<file path="src/rtl/reset_sequencer.sv">
// Stage-staggered reset generator: holds datapath and fetch in reset after stable,
// releases datapath first, then fetch; accepts warm-reset requests and counts them.
module reset_sequencer #(
    parameter int unsigned HOLD_CYCLES    = 4,
    parameter int unsigned STAGGER_CYCLES = 2,
    parameter int unsigned CNT_WIDTH      = 8
) (
    input  logic                 clk,
    input  logic                 rst,
    input  logic                 stable,
    input  logic                 rst_req,
    output logic                 rst_ack,
    output logic                 dp_rst_n,
    output logic                 fe_rst_n,
    output logic                 core_ready,
    output logic [CNT_WIDTH-1:0] rst_count
);

    localparam int unsigned MAX_CYC = (HOLD_CYCLES > STAGGER_CYCLES) ? HOLD_CYCLES : STAGGER_CYCLES;
    localparam int unsigned CW      = $clog2(MAX_CYC + 1);

    localparam logic [1:0] ST_ASSERT  = 2'd0;
    localparam logic [1:0] ST_HOLD    = 2'd1;
    localparam logic [1:0] ST_STAGGER = 2'd2;
    localparam logic [1:0] ST_RUN     = 2'd3;

    logic [1:0]           state_q, state_d;
    logic [CW-1:0]        cnt_q, cnt_d;
    logic                 dp_rst_n_q, dp_rst_n_d;
    logic                 fe_rst_n_q, fe_rst_n_d;
    logic                 core_ready_q, core_ready_d;
    logic                 rst_ack_q, rst_ack_d;
    logic [CNT_WIDTH-1:0] rst_count_q, rst_count_d;

    always_comb begin
        state_d     = state_q;
        cnt_d       = cnt_q;
        dp_rst_n_d  = dp_rst_n_q;
        fe_rst_n_d  = fe_rst_n_q;
        rst_ack_d   = 1'b0;
        rst_count_d = rst_count_q;

        case (state_q)
            ST_ASSERT: begin
                dp_rst_n_d = 1'b0;
                fe_rst_n_d = 1'b0;
                cnt_d      = '0;
                if (stable) begin
                    state_d = ST_HOLD;
                end
            end
            ST_HOLD: begin
                if (!stable) begin
                    state_d = ST_ASSERT;
                    cnt_d   = '0;
                end else if (cnt_q == CW'(HOLD_CYCLES - 1)) begin
                    // With no stagger, fetch is released together with the datapath.
                    cnt_d      = '0;
                    dp_rst_n_d = 1'b1;
                    if (STAGGER_CYCLES == 0) begin
                        fe_rst_n_d = 1'b1;
                        state_d    = ST_RUN;
                    end else begin
                        state_d = ST_STAGGER;
                    end
                end else begin
                    cnt_d = cnt_q + CW'(1);
                end
            end
            ST_STAGGER: begin
                if (!stable) begin
                    state_d    = ST_ASSERT;
                    cnt_d      = '0;
                    dp_rst_n_d = 1'b0;
                    fe_rst_n_d = 1'b0;
                end else if (cnt_q == CW'(STAGGER_CYCLES - 1)) begin
                    cnt_d      = '0;
                    fe_rst_n_d = 1'b1;
                    state_d    = ST_RUN;
                end else begin
                    cnt_d = cnt_q + CW'(1);
                end
            end
            default: begin
                // Power loss and a warm request collapse into a single reset event.
                if (!stable || rst_req) begin
                    state_d     = ST_ASSERT;
                    cnt_d       = '0;
                    dp_rst_n_d  = 1'b0;
                    fe_rst_n_d  = 1'b0;
                    rst_ack_d   = rst_req;
                    rst_count_d = rst_count_q + CNT_WIDTH'(1);
                end
            end
        endcase

        core_ready_d = dp_rst_n_d & fe_rst_n_d;
    end

    always_ff @(posedge clk) begin
        if (rst) begin
            state_q      <= ST_ASSERT;
            cnt_q        <= '0;
            dp_rst_n_q   <= 1'b0;
            fe_rst_n_q   <= 1'b0;
            core_ready_q <= 1'b0;
            rst_ack_q    <= 1'b0;
            rst_count_q  <= '0;
        end else begin
            state_q      <= state_d;
            cnt_q        <= cnt_d;
            dp_rst_n_q   <= dp_rst_n_d;
            fe_rst_n_q   <= fe_rst_n_d;
            core_ready_q <= core_ready_d;
            rst_ack_q    <= rst_ack_d;
            rst_count_q  <= rst_count_d;
        end
    end

    assign rst_ack    = rst_ack_q;
    assign dp_rst_n   = dp_rst_n_q;
    assign fe_rst_n   = fe_rst_n_q;
    assign core_ready = core_ready_q;
    assign rst_count  = rst_count_q;

endmodule

</file>
<file path="config.mk">
export PLATFORM = sky130hd
export DESIGN_NAME = reset_sequencer
export DESIGN_NICKNAME = d
export VERILOG_FILES = /design/src/rtl/reset_sequencer.sv
export SDC_FILE = /design/constraint.sdc
export NUM_CORES = 1
export LEC_CHECK = 0
export BUFFER_PORTS_ARGS = -buffer_cell sky130_fd_sc_hd__buf_2
export CAP_MARGIN = 30
export CORE_MARGIN = 8
export CORE_UTILIZATION = 57
export DETAILED_ROUTE_END_ITERATION = 8
export PLACE_DENSITY = 0.87
export SETUP_SLACK_MARGIN = 0.5
export SLEW_MARGIN = 30
export SYNTH_ARGS = -nofsm -noshare
export SYNTH_HDL_FRONTEND = slang
export SYNTH_SLANG_ARGS = --single-unit
</file>
<file path="constraint.sdc">
create_clock -name clk -period 4.4 [get_ports clk]
set_input_delay 0.66 -clock clk [delete_from_list [all_inputs] [get_ports clk]]
set_output_delay 0.66 -clock clk [all_outputs]
set_load 0.03 [all_outputs]
</file>
[Word level (Yosys, flattened, before mapping)]
Index checks and enable logic that the tools add are counted.
Word-level totals
  register bits: 17
  input port bits: 4
  output and inout port bits: 12
  word-level logic and storage cells: 49
Operators by class
  add/sub/neg operators: 2
  eq/ne operators: 7
  muxes and demuxes: 22
  bitwise operators: 3
  reductions and logical operators: 8
Operators by type and width (count)
  3-bit two-way mux: 5
  2-bit two-way mux: 6
  3-bit one-hot mux with 3 select lines: 1
  8-bit by 1-bit adder with 8-bit output, second input constant: 1
  1-bit two-way mux: 7
  3-bit inequality test, second input constant: 2
  1-bit one-hot mux with 3 select lines: 2
  2-bit one-hot mux with 3 select lines: 1
  5-bit OR reduction: 1
  4-bit AND reduction: 1
  4-bit nonzero test: 1
  3-bit by 1-bit adder with 3-bit output, second input constant: 1
  3-bit by 1-bit == test with 1-bit output, second input constant: 1
  3-bit by 2-bit == test with 1-bit output, second input constant: 1
  3-bit OR reduction: 1
  2-bit by 1-bit == test with 1-bit output, second input constant: 1
  2-bit == test, second input constant: 1
  2-bit logical NOT: 1
  2-bit inequality test, second input constant: 1
  1-bit NOT: 2
  2-bit AND reduction: 1
  1-bit AND: 1
  1-bit logical NOT: 1
  1-bit logical OR: 1

[Logic depth before layout (Yosys ltp)]
Gate-level depths: netlist of run 1.
  depth after elaboration: 5
  mapped depth: 7
  gate-level depth less buffers: 7

[Least setup slack after synthesis of run 1]
No wires, ideal clock.
  path type: input-to-reg
  start: in rst_req
  end: reg state_q[0]
  library setup time: 0.070 ns
  data arrival time: 1.532 ns
  data required time: 4.330 ns
  path slack: 2.798 ns
  stages: 5
  path buffers: 1
  path through: nand2b_1 > buf_6 > o41ai_2 > or4_1 > a21oi_1
Between the ends
  longest elaborated chain between the ends: 3
RTL lines
  start, declared: RTL line 11  | input logic rst_req,
  1-bit logical OR: RTL line 86  | if (!stable || rst_req) begin
  4-bit nonzero test (no source line)
  4-bit AND reduction (no source line)
  end signal, assigned: RTL line 110  | state_q <= state_d;
  end, declared: RTL line 27  | logic [1:0] state_q, state_d;
Every way passes these cells.
A chain may end at the register's enable or synchronous reset.

[Final worst setup path of run 1]
  start: reg state_q[0]
  end: reg state_q[0]
Between the ends
  longest elaborated chain between the ends: 3
  elaborated cells between the ends (all ways): 9
  those cells by class: 5 x eq/ne; 1 x mux; 3 x reduce/logical
RTL lines
  2-bit == test, or another cell as far along: RTL line 43  | case (state_q)
  3-bit inequality test (no source line), or another cell as far along
  4-bit AND reduction (no source line)
Several ways; a longest one is shown, not always the timed one.

==> results of run 1 <==
kinds of logic after synthesis:
| kind of cell | Yosys count | share of synthesized area |
|---|---|---|
| fa+ha+maj | 9 | 0.1245 |
| flops | 17 | 0.3762 |
| simple gates | 41 | 0.2407 |
| xor+xnor | 5 | 0.04841 |
| compound gates | 20 | 0.1466 |
| buf+inv | 13 | 0.06362 |
tightest hold or removal path, delay by kind of cell, from the launching register on:
family / cells / cell delay [ns]
compound gates: 1 / 0.05
flops: 1 / 0.32
buf+inv: 1 / 0.06
report_power, final:
| part | internal (µW) | switching (µW) | total (µW) |
|---|---|---|---|
| combinational | 29.1 | 52.9 | 82.0 |
| clock | 33.9 | 52.2 | 86.1 |
| sequential | 161 | 6.05 | 167 |
| total | 224 | 111 | 335 |
path summary, 6_finish.rpt:
kind               from          to  cells after the start
min reg2reg    dp_rst_n  core_ready                      2
max          state_q[0]  state_q[0]                      6
max reg2reg  state_q[0]  state_q[0]                      6
min            dp_rst_n  core_ready                      2
synth_stat cells (all sizes together), types with 2 or more instances:
library cell,number,area [µm²]
or4,2,15.01
clkbuf,2,7.510
nor2,9,33.78
dfxtp,17,340.3
a32oi,3,26.28
ha,9,112.6
nand3,3,15.01
a21oi,6,30.03
or3,2,12.51
buf,2,16.26
inv,9,33.78
nand2,8,30.03
xor2,5,43.79
nand2b,3,18.77
and2,2,12.51
nand4,4,25.02
nor2b,2,15.02
o21ai,5,25.02
state kept, by name, indices dropped and copies added, names as in the netlist:
register,flops
state_q,2
core_ready,1
fe_rst_n,1
cnt_q,3
rst_count,8
dp_rst_n,1
rst_ack,1
layout make-up:
class | instances | area [µm²] | share of cell area
multi-input cells | 75 | 506.7 | 0.5050
flip-flops and latches | 17 | 340.3 | 0.3392
clock inverters | 1 | 5.005 | 0.004988
inverters | 9 | 33.78 | 0.03367
clock buffers | 3 | 22.52 | 0.02244
repair buffers | 15 | 75.07 | 0.07481
well taps | 16 | 20.02 | 0.01995
metal layers:
| metal | track usage | share of wire |
|---|---|---|
| met1 | 0.1455 | 0.50 |
| met2 | 0.1859 | 0.43 |
| met3 | 0.03653 | 0.063 |
| met4 | 0.05155 | 0.013 |
| met5 | 0 | 0 |
stage by stage:
stage	cell area, µm²	util	total power [µW]
finish	1003	0.6740	334.7
global route	1003	0.6740	355.2
global placement	975.9	0.6555	246.9
detailed placement	975.9	0.6555	249.6
floorplan	904.6	-	232.4
CTS	1003	0.6740	335.0
==> flow_summary.toml, run 1 <==
[cells_and_area]
nets = 134
finalNonFillerCells = 136
drive_gt1_frac = 0.1750
layout_commonest_cell = "dfxtp_1"
mostFrequentLayoutCells = "dfxtp_1, buf_2, inv_1, nor2_1, ha_1"
fillers = 115
synthToLayoutAreaGrowth_pct = 10.93
n_antenna_cell = 0

[grt]
grt_pass1_wl_um = 3167
grt_max_degree = 18
first_global_vias = 725
grt_overflow = 0
antenna_found_initial = 0
grt_use_total = 0.1189

[synth]
syn-num-nets = 118
synthArstFlopShare = 0
yosysSeqAreaShare = 0.3762
synth_ff_type = "dfxtp_1"
synth_edf_count = 0
syn_area_um2 = 904.6
syn_area_per_cell_um2 = 8.615
ys_seq_elements = 17
yosysWarnings = 0
synth_cell_types = 32
syn_inst = 105

[outcome]
outcome = "finished clean"

[timing]
slew_violations = 0
fin_crit_sh = 0.4220
setup_violations = 0
fin_setup_tns_ns = 0
finClkSkew_ns = 0.002579
hold_ws_ns = 0.4734
tightest_slew_ns = 0.5085
post-route-min-period_ns = 1.857
layout_setup_ws_ns = 2.543
max_freq_mhz = 538.6
hold_viol_final = 0
slew_headroom = 0.6579
rsz0062_at_grt = "false"

[cts]
cts_resized = 0
cts_hold_buf = 0
cts_sinks = 17
postCtsSetupBuffers = 0
root_buffer = "clkbuf_4"
cts_buffers = 3
cts_tree = "done"
clk_pin_slew_ns = 0.10
clock_latency_ns = 0.30
htreeDepth = 1
clk_path_buf_depth = 2

[floorplan]
start_util = 0.6076
core_area_um2 = 1489
die-area_um2 = 3118
num_rows = 14
die_w_um = 55.84
ios = 16
die_y_um = 55.84

[setup_path]
critical_path_buf_inv_count = 1
r2r_setup_slack_ns = 2.54
endpoint_kind = "flop"
required_ns = 4.63
cp.arrival_ns = 2.09
critPathMaxStageDelay_ns = 0.56
cp_max_fo = 8
crit_slowest_cell = "or4_1"
crit_chain = "inv_1, ha_1, nand2_1, o22ai_1, or4_1, a21oi_1"
start_kind = "flop"
critPathTopFamily = "simple AND/OR/NAND/NOR gates"
crit_type = "flop to flop"

[detailed_routing]
wl_um = 1749
ant_nets = 0
drtIter0Drc = 38
vias = 761
avgRoutedWirePerCell_um = 12.86
drc = 0
via_per_inst = 5.596
first_pass_iters = 6

[power_and_ir_drop]
power_density_nw_per_um2 = 333.5
p_leak_uw = 0.0004274
ir_worst_vdd_mv = 0.1730

[placement]
io_buffers = 15
dp.cells = 132
gp_congestion = 0.9001
dpl.hpwl_um = 1277
pre_cts_slack_ns = 2.468

[min_path]
hold_path.class = "flop to flop"

[job]
cap_violations = 0
Power figures use the tool's default switching activity.
==> inputs of run 2 (changes only) <==
CORE_UTILIZATION = 48   (was 57)
PLACE_DENSITY = 0.79   (was 0.87)
clock period = 1.62 ns   (was 4.4 ns; I/O delays follow)
==> run 2 against run 1 <==
Compared with the run above: power grew to 3.3 times the previous value; sequential power grew to 2.8 times the previous value; critical path type unchanged; hold slack worse by 0.23 ns; largest power group unchanged; design area is 31% higher.
==> flow_summary.toml, run 2 (synthesized netlist as in run 1, its figures left out) <==
[setup_path]
required_ns = 1.83
crit_top_cell = "ha_4"
r2r_setup_slack_ns = 0.09
cp.arrival_ns = 1.73
critical_path_buf_inv_count = 1
crit_chain = "buf_12, ha_4, ha_4, o22ai_4, or4_4, o31ai_4"
r2r-end = "state_q[1]"
critPathTopFamily = "simple AND/OR/NAND/NOR gates"
cp_max_fo = 5
start_kind = "flop"
crit_type = "flop to flop"
critPathMaxStageDelay_ns = 0.54
crit_start = "cnt_q[1]"
reg2regPathDepth = 6
endpoint_kind = "flop"
rr_startpoint = "cnt_q[1]"
crit_slowest_cell = "or4_4"

[detailed_routing]
avgRoutedWirePerCell_um = 13.54
vias = 821
drtIter0Drc = 17
via_per_inst = 5.331
ant_nets = 0
wl_um = 2085
drc = 0
first_pass_iters = 4

[timing]
slew_violations = 0
setup_violations = 0
rsz0062_at_grt = "true"
hold_ws_ns = 0.2433
slew_headroom = 0.7628
finClkSkew_ns = 0.0008408
fin_crit_sh = 0.9433
hold_viol_final = 0
tightest_slew_ns = 0.3558
fin_setup_tns_ns = 0
max_freq_mhz = 654.4
post-route-min-period_ns = 1.528

[grt]
grt_max_degree = 18
grt_pass1_wl_um = 3098
grt_overflow = 0
grt_use_total = 0.1115
first_global_vias = 714
antenna_found_initial = 0

[floorplan]
num_rows = 15
die_y_um = 59.41
die-area_um2 = 3530
core_area_um2 = 1745
start_util = 0.5183
ios = 16
die_w_um = 59.41

[placement]
gp_congestion = 0.7405
dp.cells = 143
placed_area_um2 = 1117
io_buffers = 15
dpl.hpwl_um = 1414

[cts]
cts_sinks = 17
root_buffer = "clkbuf_4"
cts_buffers = 3
clk_pin_slew_ns = 0.10
clock_latency_ns = 0.29
cts_tree = "done"
clk_path_buf_depth = 2
htreeDepth = 1
cts_hold_buf = 0

[outcome]
outcome = "finished clean"

[power_and_ir_drop]
p_leak_uw = 0.0005143
ir_worst_vdd_mv = 0.7998
power_density_nw_per_um2 = 835.0

[cells_and_area]
n_antenna_cell = 0
finish.instance_area_um2 = 1313
nets = 143
layout_commonest_cell = "buf_4"
finalNonFillerCells = 154
synthToLayoutAreaGrowth_pct = 45.09
fillers = 117
largest_reg_flops = 8
drive_gt1_frac = 0.4729
mostFrequentLayoutCells = "buf_4, nor2_1, dfxtp_2, buf_2"

[min_path]
min_to = "rst_ack"
hold_path.class = "input pin to flop"
worst_hold_path.num_cells = 2
hold_start = "rst_req"

[job]
cap_violations = 0
[run 2: cell count changes in the layout (fill, tap and decap cells not counted), moves of 2 or more]
cell     previous run  this run
inv_4               0         2
ha_4                0         6
buf_6               0         2
inv_1               9         6
nand2_2             0         2
nor2b_4             0         2
dfxtp_1            17         5
ha_1                9         3
dfxtp_4             0         4
buf_4               0        12
nand2_1             8         5
dfxtp_2             0         8
buf_2              15         8
[run 2: repair_timing]
action,4_1_cts,5_1_grt
pin swaps,5,6
setup buffers,3,4
resized for setup,8,22
endpoints found under the setup margin,12,24
[run 2: worst reg2reg max path, cell delays in order (launching register included)]
cell     delay, ns
dfxtp_4       0.38
buf_12        0.10
ha_4          0.14
ha_4          0.14
o22ai_4       0.09
or4_4         0.54
o31ai_4       0.07
[run 2: how the worst max path moves through the flow]
| stage | endpoint | depth (start not counted) | slack (ns) |
|---|---|---|---|
| global route | state_q[1] | 6 | 0.04 |
| CTS | state_q[1] | 5 | 0.14 |
| floorplan | state_q[0] | 6 | 0.24 |
| detailed placement | state_q[1] | 5 | 0.11 |
| global placement | state_q[1] | 5 | 0.10 |
| finish | state_q[1] | 6 | 0.09 |
[run 2: per-layer routing]
metal	vias to the layer above	track usage	wire length, µm
met5	-	0	0
met4	0	0.03072	8
met3	2	0.02820	131
met2	17	0.1726	982
met1	389	0.1469	962
li1	413	-	-
[run 2: power breakdown]
| part | leakage (µW) | switching, µW | internal, µW |
|---|---|---|---|
| Sequential | 0.000144 | 33.9 | 439 |
| Combinational | 0.000352 | 210 | 185 |
| Clock | 0.0000177 | 136 | 91.7 |
| Total | 0.000514 | 380 | 716 |
[run 2: final cells by class]
type | instances | area (µm²) | share of cell area
Multi-Input combinational cell | 75 | 669.4 | 0.5100
Tap cell | 25 | 31.28 | 0.02383
Sequential cell | 17 | 365.4 | 0.2784
Clock buffer | 3 | 22.52 | 0.01716
Clock inverter | 1 | 5.005 | 0.003813
Inverter | 9 | 38.79 | 0.02955
Timing Repair Buffer | 24 | 180.2 | 0.1373
[run 2: through the flow]
| step | utilization | total power [µW] | setup slack, ns |
|---|---|---|---|
| 2_1_floorplan | - | 707.2 | 0.2395 |
| 3_3_place_gp | 0.6401 | 762.1 | 0.1041 |
| 3_5_place_dp | 0.6401 | 772.2 | 0.1076 |
| 4_1_cts | 0.6932 | 1046 | 0.1379 |
| 5_1_grt | 0.7520 | 1151 | 0.04489 |
| 6_report | 0.7520 | 1096 | 0.09189 |
